[src/rtl/instr_encoder.sv]
// Packs symbolic MIPS instruction requests into 32-bit words and writes them to
// consecutive instruction-memory addresses, one word per two cycles.
module instr_encoder #(
   parameter int unsigned ADDR_W    = 6,
   parameter int unsigned BASE_ADDR = 0
) (
   input  logic              CLK,
   input  logic              RST_N,
   input  logic              CLR,
   input  logic              IN_VALID,
   output logic              IN_READY,
   input  logic [2:0]        OP,
   input  logic [4:0]        RS,
   input  logic [4:0]        RT,
   input  logic [4:0]        RD,
   input  logic [15:0]       IMM,
   output logic              IMEM_WE,
   output logic [ADDR_W-1:0] IMEM_ADDR,
   output logic [31:0]       IMEM_WDATA,
   output logic              FULL,
   output logic [ADDR_W:0]   COUNT
);

   localparam logic [ADDR_W-1:0] BaseAddr = ADDR_W'(BASE_ADDR);
   localparam logic [ADDR_W-1:0] LastAddr = '1;

   typedef enum logic [1:0] {StIdle, StWrite, StFull} state_e;

   state_e              state_q, state_d;
   logic [ADDR_W-1:0]   addr_q, addr_d;
   logic [31:0]         wdata_q, wdata_d;
   logic [ADDR_W:0]     count_q, count_d;
   logic [31:0]         enc_word;

   // Same opcode/funct map the control unit decodes.
   always_comb begin
      enc_word = '0;
      unique case (OP)
         3'd0:    enc_word = {6'b000000, RS, RT, RD, 5'b00000, 6'b100000};
         3'd1:    enc_word = {6'b000000, RS, RT, RD, 5'b00000, 6'b100010};
         3'd2:    enc_word = {6'b000000, RS, RT, RD, 5'b00000, 6'b100100};
         3'd3:    enc_word = {6'b000000, RS, RT, RD, 5'b00000, 6'b100101};
         3'd4:    enc_word = {6'b000000, RS, RT, RD, 5'b00000, 6'b101010};
         3'd5:    enc_word = {6'b001000, RS, RT, IMM};
         3'd6:    enc_word = {6'b011001, RS, RT, IMM};
         3'd7:    enc_word = {6'b011000, RS, RT, IMM};
         default: enc_word = '0;
      endcase
   end

   always_comb begin
      state_d = state_q;
      addr_d  = addr_q;
      wdata_d = wdata_q;
      count_d = count_q;
      if (CLR) begin
         // A write in flight still completes this cycle; only its bookkeeping is dropped.
         state_d = StIdle;
         addr_d  = BaseAddr;
         count_d = '0;
      end else begin
         unique case (state_q)
            StIdle: begin
               if (IN_VALID) begin
                  wdata_d = enc_word;
                  state_d = StWrite;
               end
            end
            StWrite: begin
               count_d = count_q + 1'b1;
               if (addr_q == LastAddr) begin
                  state_d = StFull;
               end else begin
                  addr_d  = addr_q + 1'b1;
                  state_d = StIdle;
               end
            end
            StFull:  state_d = StFull;
            default: state_d = StIdle;
         endcase
      end
   end

   always_ff @(posedge CLK) begin
      if (!RST_N) begin
         state_q <= StIdle;
         addr_q  <= BaseAddr;
         wdata_q <= '0;
         count_q <= '0;
      end else begin
         state_q <= state_d;
         addr_q  <= addr_d;
         wdata_q <= wdata_d;
         count_q <= count_d;
      end
   end

   assign IN_READY   = (state_q == StIdle);
   assign IMEM_WE    = (state_q == StWrite);
   assign FULL       = (state_q == StFull);
   assign IMEM_ADDR  = addr_q;
   assign IMEM_WDATA = wdata_q;
   assign COUNT      = count_q;

endmodule

[config.mk]
export PLATFORM = sky130hd
export DESIGN_NAME = instr_encoder
export DESIGN_NICKNAME = d
export VERILOG_FILES = /design/src/rtl/instr_encoder.sv
export SDC_FILE = /design/constraint.sdc
export NUM_CORES = 1
export LEC_CHECK = 0
export CORE_MARGIN = 2
export CORE_UTILIZATION = 44
export CTS_BUF_LIST = sky130_fd_sc_hd__clkbuf_16
export DETAILED_ROUTE_END_ITERATION = 7
export PLACE_DENSITY = 0.88
export REMOVE_ABC_BUFFERS = 1
export SKIP_LAST_GASP = 1
export SYNTH_ARGS = -nofsm -noshare
export SYNTH_HDL_FRONTEND = slang
export SYNTH_SLANG_ARGS = --single-unit
[constraint.sdc]
create_clock -name CLK -period 3.1 [get_ports CLK]
set_clock_uncertainty 0.1 [all_clocks]
set_input_delay 0.62 -clock CLK [delete_from_list [all_inputs] [get_ports CLK]]
set_output_delay 0.62 -clock CLK [all_outputs]
set_load 0.03 [all_outputs]
==> results of run 1 <==
-- per-layer routing --
layer / track usage [%] / vias up / share of wire [%]
met3: 5.36 / 11 / 6.2
met5: 0 / - / 0
li1: - / 920 / -
met2: 34.9 / 67 / 48
met4: 8.09 / 0 / 1.9
met1: 28.0 / 829 / 44
-- critical path: cells and delay by family (launching register included) --
family / cells / cell delay [ns]
buffers and inverters: 2 / 0.87
DFF: 1 / 0.53
and+or+nand+nor: 1 / 0.23
-- how the worst max path moves through the flow --
| stage | cells after the start | to | slack [ns] |
|---|---|---|---|
| after floorplan | 3 | IMEM_WDATA[0]$_SDFFE_PN0P_ | 0.94 |
| after global placement | 5 | IMEM_WDATA[0]$_SDFFE_PN0P_ | 0.59 |
| after detailed placement | 5 | IMEM_WDATA[1]$_SDFFE_PN0P_ | 0.56 |
| after CTS | 3 | IMEM_WE | 0.45 |
| after global routing | 3 | IMEM_WE | 0.36 |
| final | 3 | IMEM_WE | 0.46 |
-- sequential cells by signal (all words and copies together) (netlist names) --
signal and flops:
COUNT 7, IMEM_ADDR 6, IMEM_WDATA 29, state_q 2
-- cell usage in the layout, fill, tap and decap left out, drive strengths merged, types with 3 or more instances in the layout --
cell type	Yosys	layout
clkdlybuf4s50	0	82
a21oi	29	29
o41ai	3	3
o21ai	10	10
inv	4	4
conb	1	3
nand2	53	53
clkbuf	11	5
nand4b	3	3
or4	3	3
dfxtp	44	44
nand3	8	8
nor2	6	6
buf	7	3
a31oi	6	6
-- cell families after synthesis --
group | Yosys count | synth area share (%)
xor+xnor | 2 | 0.950
other cells | 1 | 0.203
mux | 1 | 0.543
flops | 44 | 47.8
fa+ha+maj | 2 | 1.36
buf+inv | 22 | 5.70
simple gates | 87 | 23.1
compound gates | 61 | 20.4
-- stage by stage --
stage	cells	total power [uW]	setup WS, ns	util (%)	hold WS (ns)
floorplan	204	698	0.936	-	0.480
global placement	339	802	0.587	66.2	0.337
detailed placement	339	805	0.556	66.2	0.349
CTS	347	1390	0.450	70.4	0.358
global route	347	1440	0.359	70.4	0.364
finish	347	1380	0.464	70.4	0.354
-- report_power, final --
group          switching (uW)  internal (uW)  total [uW]
Clock                     211            378         590
Sequential               11.3            584         596
Combinational             104           93.9         197
-- area by class of cell --
class | count | area, um2 | area share, %
inverters | 4 | 15.0 | 0.530
multi-input cells | 156 | 866 | 30.5
well taps | 50 | 62.6 | 2.21
flip-flops and latches | 44 | 881 | 31.1
clock inverters | 3 | 42.5 | 1.50
clock buffers | 5 | 125 | 4.41
repair buffers | 85 | 843 | 29.7
==> results.toml, run 1 <==
[min_path]
whs_path_depth = 2
min_to = "IMEM_WDATA[8]$_SDFFE_PN0P_"
worstHoldStart = "IMEM_WDATA[8]$_SDFFE_PN0P_"
holdCritPathClass = "flop to flop"

[finish]
syn_to_final_growth_pct = 53.7
fillCellCount = 334
insertedDiodeCount = 0
layout.nets = 336
drive_gt1_share_pct = 4.71
fin_area_um2 = 2840

[cts]
clock-root-buffer = "clkbuf_16"
cts_max_level = 2
cts_setup_buffers = 0
numCtsBuffers = 5
hold_buffers = 0
clock-sinks = 44
cts.repair.resized = 0
clk_pin_slew_ns = 0.06
clk_latency_ns = 0.28
cts_tree = "yes"
max-clock-path-buffers = 2

[outcome]
status = "completed"

[global_routing]
grt_antenna_before_repair = 0
gr-total-overflow = 0
grt_use_total_pct = 21.6
grt_first_pass_wirelength_mm = 7.62
first_global_vias = 1638
grt_max_degree = 24

[logic_synthesis]
yosysSeqAreaShare_pct = 47.8
synth_warnings = 0
synth_area_um2 = 1840
ys_seq_elements = 44
synthDominantCellAreaShare_pct = 47.8
syn_area_per_cell_um2 = 8.38
synth_edf_count = 0
synth.area.top_cells = "dfxtp_1 48%, nand2_1 11%, a21oi_1 7.6%"
netlist_top_cells_count = "53 x nand2_1, 44 x dfxtp_1, 28 x a21oi_1"
synthFlopType = "dfxtp_1"
synthDistinctLibCells = 41
yosysTopAreaCell = "dfxtp_1"
async_reset_ff_share_pct = 0
synth_most_common_cell = "nand2_1"
synthCells = 220

[timing]
drv_slew = 0
tns_ns = 0
rsz0062_at_grt = "false"
report.final.setup_viol = 0
relSlewSlack_pct = 54.3
worstMarginPinSlew_ns = 0.684
max_freq_mhz = 379
fin_crit_ns = 2.64
finalHoldViolations = 0
fin_crit_sh_pct = 85.0

[placement]
postPlaceCellArea_um2 = 2670
portBuffers = 82
hpwl_mm = 3.37
place_congestion = 0.747

[power]
power.leakage_uw = 0.00100
cellPowerDensity_nw_per_um2 = 488
ir_drop_mv = 0.367

[critical_path]
crit_path_top_delay_cell = "clkdlybuf4s50_1"
cp-start-kind = "flop"
path_max_fanout = 9
critPathLaunch = "state_q[0]$_SDFFE_PP0P_"
timing.rr.start = "state_q[0]$_SDFFE_PP0P_"
r2r_slack_ns = 1.21
r2r_cells = 4
path_cells = "nand2b_1 > inv_1 > clkdlybuf4s50_1"
r2r_end = "IMEM_WDATA[0]$_SDFFE_PN0P_"
cpPeakStageDelay_ns = 0.69
worstPathRequired_ns = 2.38
endpoint_kind = "output pin"
cp.arrival_ns = 1.92
crit_type = "flop to output pin"

[floorplanning]
fp.dieH_um = 68.7
start_util_pct = 45.8
die_w_um = 68.7
core_um2 = 4030
design.die.area_um2 = 4730
io_pins = 86
rows = 23

[drt]
drtAntennaViolNets = 0
vias_per_cell = 5.27
routed_wl_mm = 4.66
drc = 0
wl_per_cell_um = 13.4
dr.pass1.iters = 4
drt_first_iter_violations = 134
via_count = 1827

[flow_run]
max_cap_viol_count = 0
(Power assumes the default switching activity.)
==> run 2: changes to the inputs <==
clock period = 3.2 ns   (was 3.1 ns; I/O delays follow)
==> results of run 2 <==
Same layout as run 1 (identical final DEF). Status: completed.
Main changes from that run: setup slack after placement 0.556 ns -> 0.636 ns; setup slack after layout 0.464 ns -> 0.544 ns; register-to-register setup slack 1.21 ns -> 1.31 ns; total power 1380 uW -> 1340 uW; worst IR drop on VDD 0.367 mV -> 0.355 mV
